## config.mk

```make
export PLATFORM = sky130hd
export DESIGN_NAME = if_fetch_stage
export DESIGN_NICKNAME = d
export VERILOG_FILES = /design/src/rtl/if_fetch_stage.sv
export SDC_FILE = /design/constraint.sdc
export NUM_CORES = 1
export LEC_CHECK = 0
export BUFFER_PORTS_ARGS = -buffer_cell sky130_fd_sc_hd__buf_2
export CAP_MARGIN = 20
export CORE_ASPECT_RATIO = 2
export CORE_MARGIN = 5
export CORE_UTILIZATION = 55
export CTS_BUF_LIST = sky130_fd_sc_hd__clkbuf_8
export CTS_CLUSTER_DIAMETER = 60
export DETAILED_ROUTE_END_ITERATION = 10
export PLACE_DENSITY = 0.9
export REMOVE_ABC_BUFFERS = 1
export SLEW_MARGIN = 20
export SYNTH_ARGS = -nofsm -noshare
export SYNTH_HDL_FRONTEND = slang
export SYNTH_SLANG_ARGS = --single-unit
```

## constraint.sdc

```tcl
create_clock -name clk -period 3.5 [get_ports clk]
set_clock_uncertainty 0.1 [all_clocks]
set_input_delay 0.7 -clock clk [delete_from_list [all_inputs] [get_ports clk]]
set_output_delay 0.7 -clock clk [all_outputs]
set_load 0.03 [all_outputs]
```

## src/rtl/if_fetch_stage.sv

```systemverilog
// ============================================================================
// Module   : if_fetch_stage
// Purpose  : Instruction fetch: PC, ROM addressing, IF/ID register, RUN/HALT
//            FSM. Optional backward-taken branch prediction under the macro
//            IF_BTFN_PREDICT_EN.
// Revision : 1.0 - initial release
// ============================================================================
`default_nettype none

module if_fetch_stage #(
  parameter int          IMEM_AW  = 6,
  parameter logic [31:0] RESET_PC = 32'h0,
  parameter logic [31:0] NOP_INST = 32'h00000033
) (
  input  logic               clk,
  input  logic               rst,
  output logic [IMEM_AW-1:0] imem_addr,
  input  logic [31:0]        imem_data,
  input  logic               stall,
  input  logic               redirect,
  input  logic [31:0]        redirect_pc,
  output logic               ifid_valid,
  output logic [31:0]        ifid_pc,
  output logic [31:0]        ifid_pc_plus4,
  output logic [31:0]        ifid_inst,
  output logic               ifid_pred_taken,
  output logic               fetch_halted
);

  typedef enum logic [0:0] {
    S_RUN  = 1'b0,
    S_HALT = 1'b1
  } state_t;

  state_t      state_q, state_d;
  logic [31:0] pc_q, pc_d;
  logic        valid_q, valid_d;
  logic [31:0] ifid_pc_q, ifid_pc_d;
  logic [31:0] ifid_pc4_q, ifid_pc4_d;
  logic [31:0] inst_q, inst_d;
  logic        pred_q, pred_d;

  logic        w_in_range;
  logic        w_pred_taken;
  logic [31:0] w_next_pc;

  // Range test on the full 32-bit PC so high address bits cannot alias into ROM.
  assign w_in_range = (({32'd0, pc_q}) >> 2) < (64'd1 << IMEM_AW);

`ifdef IF_BTFN_PREDICT_EN
  logic [31:0] w_pred_imm;
  assign w_pred_imm   = {{19{imem_data[31]}}, imem_data[31], imem_data[7],
                         imem_data[30:25], imem_data[11:8], 1'b0};
  assign w_pred_taken = (imem_data[6:0] == 7'b1100011) && imem_data[31];
  assign w_next_pc    = w_pred_taken ? (pc_q + w_pred_imm) : (pc_q + 32'd4);
`else
  assign w_pred_taken = 1'b0;
  assign w_next_pc    = pc_q + 32'd4;
`endif

  always_comb begin
    state_d    = state_q;
    pc_d       = pc_q;
    valid_d    = valid_q;
    ifid_pc_d  = ifid_pc_q;
    ifid_pc4_d = ifid_pc4_q;
    inst_d     = inst_q;
    pred_d     = pred_q;

    if (redirect) begin
      pc_d    = redirect_pc & ~32'h3;
      state_d = S_RUN;
      valid_d = 1'b0;
      inst_d  = NOP_INST;
      pred_d  = 1'b0;
    end else if (!stall) begin
      case (state_q)
        S_RUN: begin
          if (w_in_range) begin
            valid_d    = 1'b1;
            ifid_pc_d  = pc_q;
            ifid_pc4_d = pc_q + 32'd4;
            inst_d     = imem_data;
            pred_d     = w_pred_taken;
            pc_d       = w_next_pc;
          end else begin
            state_d = S_HALT;
            valid_d = 1'b0;
            inst_d  = NOP_INST;
            pred_d  = 1'b0;
          end
        end
        default: begin
          valid_d = 1'b0;
          inst_d  = NOP_INST;
          pred_d  = 1'b0;
        end
      endcase
    end
  end

  always_ff @(posedge clk) begin
    if (rst) begin
      state_q    <= S_RUN;
      pc_q       <= RESET_PC;
      valid_q    <= 1'b0;
      ifid_pc_q  <= 32'd0;
      ifid_pc4_q <= 32'd0;
      inst_q     <= NOP_INST;
      pred_q     <= 1'b0;
    end else begin
      state_q    <= state_d;
      pc_q       <= pc_d;
      valid_q    <= valid_d;
      ifid_pc_q  <= ifid_pc_d;
      ifid_pc4_q <= ifid_pc4_d;
      inst_q     <= inst_d;
      pred_q     <= pred_d;
    end
  end

  assign imem_addr       = pc_q[IMEM_AW+1:2];
  assign ifid_valid      = valid_q;
  assign ifid_pc         = ifid_pc_q;
  assign ifid_pc_plus4   = ifid_pc4_q;
  assign ifid_inst       = inst_q;
  assign ifid_pred_taken = pred_q;
  assign fetch_halted    = (state_q == S_HALT);

endmodule

`default_nettype wire

```

==> impl_metrics.prom <==
# TYPE chip_impl_metric gauge
chip_impl_info{name="outcome",value="finished clean"} 1
chip_impl_metric{name="critical_path.max_fanout",unit=""} 19
chip_impl_metric{name="power_frac_seq",unit=""} 0.471
chip_impl_metric{name="postRouteWirelength",unit="um"} 11500
chip_impl_metric{name="post_drt_via_cell_ratio",unit=""} 5.33
chip_impl_metric{name="finalMaxSlewViolations",unit=""} 0
chip_impl_metric{name="combPwrFrac",unit=""} 0.070
chip_impl_metric{name="critical_path_required_time",unit="ns"} 3.72
chip_impl_metric{name="hold_slack",unit="ns"} 0.351
chip_impl_metric{name="synth_enable_flop_cells",unit=""} 0
chip_impl_metric{name="routed-via-count",unit=""} 3994
chip_impl_metric{name="asyncSetResetFlopFracSynth",unit=""} 0
chip_impl_info{name="netlist_top_cells_area",value="sky130_fd_sc_hd__dfxtp_1, sky130_fd_sc_hd__and2_1, sky130_fd_sc_hd__mux2i_1"} 1
chip_impl_metric{name="cts_hold_repair.buffers",unit=""} 0
chip_impl_metric{name="synthCells",unit=""} 497
chip_impl_metric{name="finalWorstPathRequiredPeriod",unit="ns"} 2.23
chip_impl_metric{name="internal_power",unit="mW"} 2.39
chip_impl_metric{name="timing.setup.tns",unit="ns"} 0
chip_impl_metric{name="avgSynthCellArea",unit="um^2"} 9.36
chip_impl_metric{name="detailed_place_hpwl",unit="um"} 8310
chip_impl_info{name="rsz0062_at_grt",value="false"} 1
chip_impl_metric{name="grt_pass1_wl",unit="um"} 18100
chip_impl_metric{name="synth.cell_area",unit="um^2"} 4650
chip_impl_metric{name="worstPathBufferInverterCount",unit=""} 0
chip_impl_metric{name="max_slew.worst_pin.slew",unit="ns"} 0.952
chip_impl_metric{name="ioPinCount",unit=""} 173
chip_impl_metric{name="final-hold-violation-count",unit=""} 0
chip_impl_metric{name="post_cts.repair.setup_buffers",unit=""} 0
chip_impl_info{name="synthMostInstantiatedCell",value="sky130_fd_sc_hd__dfxtp_1"} 1
chip_impl_info{name="hold_path.class",value="reg -> reg"} 1
chip_impl_info{name="critical_path.slowest_cell",value="sky130_fd_sc_hd__and4_1"} 1
chip_impl_metric{name="number_of_synthesis_warnings",unit=""} 0
chip_impl_metric{name="cts.sinks",unit=""} 124
chip_impl_metric{name="grt_pass1_vias",unit=""} 4041
chip_impl_metric{name="io_buffers",unit=""} 165
chip_impl_metric{name="drive_gt1_frac",unit=""} 0.321
chip_impl_info{name="synth_top_area_cell",value="sky130_fd_sc_hd__dfxtp_1"} 1
chip_impl_metric{name="first_pass_iters",unit=""} 5
chip_impl_metric{name="insertion_delay",unit="ns"} 0.43
chip_impl_metric{name="grt_antenna_before_repair",unit=""} 0
chip_impl_info{name="ys.flop_type",value="sky130_fd_sc_hd__dfxtp_1"} 1
chip_impl_metric{name="yosysSeqAreaShare",unit=""} 0.533
chip_impl_metric{name="cts_buffers",unit=""} 17
chip_impl_metric{name="synth.ff_latch_count",unit=""} 124
chip_impl_metric{name="die_h",unit="um"} 140
chip_impl_metric{name="power.switching_fraction",unit=""} 0.230
chip_impl_metric{name="coreArea",unit="um^2"} 8290
chip_impl_metric{name="max_cap_violations",unit=""} 0
chip_impl_metric{name="die_w",unit="um"} 75.0
chip_impl_metric{name="count_of_nets_after_finishing",unit=""} 708
chip_impl_metric{name="gr-usage-all-layers",unit=""} 0.222
chip_impl_metric{name="core.rowCount",unit=""} 47
chip_impl_metric{name="floorplan.die_area",unit="um^2"} 10500
chip_impl_metric{name="peakVddDrop",unit="mV"} 0.516
chip_impl_metric{name="cts_resized",unit=""} 0
chip_impl_metric{name="grt_overflow",unit=""} 0
chip_impl_info{name="startpoint_type",value="register"} 1
chip_impl_metric{name="fmax",unit="MHz"} 448
chip_impl_metric{name="detail_route.wl_per_cell",unit="um"} 15.3
chip_impl_metric{name="power_switching",unit="uW"} 713
chip_impl_metric{name="total_setup_violations_reported_at_the_end_of_the_flow",unit=""} 0
chip_impl_metric{name="antenna_violating_nets_post_route",unit=""} 0
chip_impl_info{name="cts_tree",value="done"} 1
chip_impl_metric{name="clock_power_share",unit=""} 0.459
chip_impl_info{name="path_cells",value="nor4_2 -> and4_1 -> nand2_1 -> a311o_1"} 1
chip_impl_metric{name="initial_core_util",unit=""} 0.561
chip_impl_metric{name="grt_max_degree",unit=""} 62
chip_impl_metric{name="netlist.area_leader.share",unit=""} 0.533
chip_impl_metric{name="power.leakage",unit="nW"} 2.73
chip_impl_metric{name="growth_of_design_area_from_synthesis_to_finish",unit="%"} 26.0
chip_impl_info{name="cts_root_buffer",value="sky130_fd_sc_hd__clkbuf_8"} 1
chip_impl_metric{name="n_diodes",unit=""} 0
chip_impl_metric{name="power-per-cell-area",unit="nW/um^2"} 530
chip_impl_info{name="post_synth_most_frequent_cells",value="sky130_fd_sc_hd__dfxtp_1, sky130_fd_sc_hd__and2_1, sky130_fd_sc_hd__a21oi_1, sky130_fd_sc_hd__nand2_1, sky130_fd_sc_hd__nor2_1"} 1
chip_impl_metric{name="max_slew_margin",unit=""} 0.363
chip_impl_metric{name="worstPathArrival",unit="ns"} 2.45
chip_impl_info{name="setup.worst_path.class",value="reg -> reg"} 1
chip_impl_metric{name="cts_htree_levels",unit=""} 4
chip_impl_metric{name="gp_routability_congestion",unit=""} 0.946
chip_impl_metric{name="clk_path_buf_depth",unit=""} 2
chip_impl_metric{name="drt_iter0_drc",unit=""} 247
chip_impl_metric{name="crit_path_max_incr_delay",unit="ns"} 0.69
chip_impl_metric{name="fin_crit_sh",unit=""} 0.637
chip_impl_info{name="path_delay_family",value="simple AND/OR/NAND/NOR gates"} 1
chip_impl_metric{name="worst_setup_hold_path_clk_slew",unit="ns"} 0.07
chip_impl_info{name="critPathCaptureType",value="register"} 1
chip_impl_metric{name="route.detailed.drc",unit=""} 0
chip_impl_metric{name="post_synth_num_cell_types",unit=""} 38
chip_impl_metric{name="layout.filler_cells",unit=""} 630
[power by group through the flow]
stage / clock network [mW] / registers (mW) / logic [mW]
final: 1.43 / 1.46 / 0.218
after global routing: 1.53 / 1.46 / 0.241
after CTS: 1.46 / 1.46 / 0.218
after detailed placement: 0 / 1.49 / 0.217
after global placement: 0 / 1.49 / 0.209
after floorplan: 0 / 1.50 / 0.101
[per-layer routing]
metal,global-route usage,vias to the layer above,share of wire
li1,-,1952,-
met1,0.224,1813,0.36
met2,0.373,191,0.51
met3,0.0947,38,0.099
met4,0.114,0,0.032
met5,0,-,0
[state kept, by name, indices dropped and copies added, names as in the netlist]
register / count
pc_q: 30
ifid_valid: 1
ifid_inst: 32
ifid_pc: 30
ifid_pc_plus4: 30
fetch_halted: 1
[cells by family after synthesis]
group	after synthesis	share of synthesized area
AOI/OAI and AO/OA	73	0.0917
buffers and inverters	82	0.0796
and+or+nand+nor	188	0.233
adders and majority gates	1	0.00269
DFF	124	0.533
xor gates and xnor gates	5	0.00941
muxes	23	0.0495
other	1	0.000806
[placed cells by master (no fill, tap or decap), types with 6 or more instances in the layout]
| master | instances |
|---|---|
| sky130_fd_sc_hd__clkbuf_8 | 19 |
| sky130_fd_sc_hd__inv_1 | 32 |
| sky130_fd_sc_hd__a21oi_1 | 42 |
| sky130_fd_sc_hd__nand3_1 | 15 |
| sky130_fd_sc_hd__or4_1 | 29 |
| sky130_fd_sc_hd__and2_1 | 47 |
| sky130_fd_sc_hd__nand2_1 | 34 |
| sky130_fd_sc_hd__a211oi_1 | 6 |
| sky130_fd_sc_hd__mux2i_1 | 23 |
| sky130_fd_sc_hd__buf_2 | 165 |
| sky130_fd_sc_hd__dfxtp_1 | 124 |
| sky130_fd_sc_hd__nor2_1 | 34 |
| sky130_fd_sc_hd__o21ai_1 | 12 |
[worst register-to-register path: stages (launching register included)]
cell,delay (ns)
sky130_fd_sc_hd__dfxtp_1,0.33
sky130_fd_sc_hd__nor4_2,0.34
sky130_fd_sc_hd__and4_1,0.69
sky130_fd_sc_hd__nand2_1,0.26
sky130_fd_sc_hd__a311o_1,0.40
[path summary, 6_finish.rpt]
path / from / endpoint / slack, ns / cells after the start
max: pc_q[28] / pc_q[7] / 1.27 / 4
min reg2reg: ifid_pc_plus4[12] / ifid_pc_plus4[12] / 0.35 / 1
min: ifid_pc_plus4[12] / ifid_pc_plus4[12] / 0.35 / 1
max reg2reg: pc_q[28] / pc_q[7] / 1.27 / 4
[metrics by stage]
step | std cells | utilization | power [mW] | setup slack [ns] | instance area [um^2]
finish | 750 | 0.707 | 3.10 | 1.27 | 5860
global route | 750 | 0.707 | 3.23 | 1.07 | 5860
CTS | 750 | 0.707 | 3.14 | 1.26 | 5860
detailed placement | 718 | 0.652 | 1.71 | 1.05 | 5400
global placement | 718 | 0.652 | 1.70 | 1.10 | 5400
floorplan | 450 | - | 1.60 | 0.918 | 4410
[cell type report]
type / instances / area [um^2] / share of cell area
Clock buffer: 19 / 262 / 0.0446
Clock inverter: 13 / 198 / 0.0337
Inverter: 31 / 116 / 0.0198
Multi-Input combinational cell: 295 / 1820 / 0.310
Sequential cell: 124 / 2480 / 0.423
Tap cell: 98 / 123 / 0.0209
Timing Repair Buffer: 170 / 863 / 0.147
(Power assumes the default switching activity.)
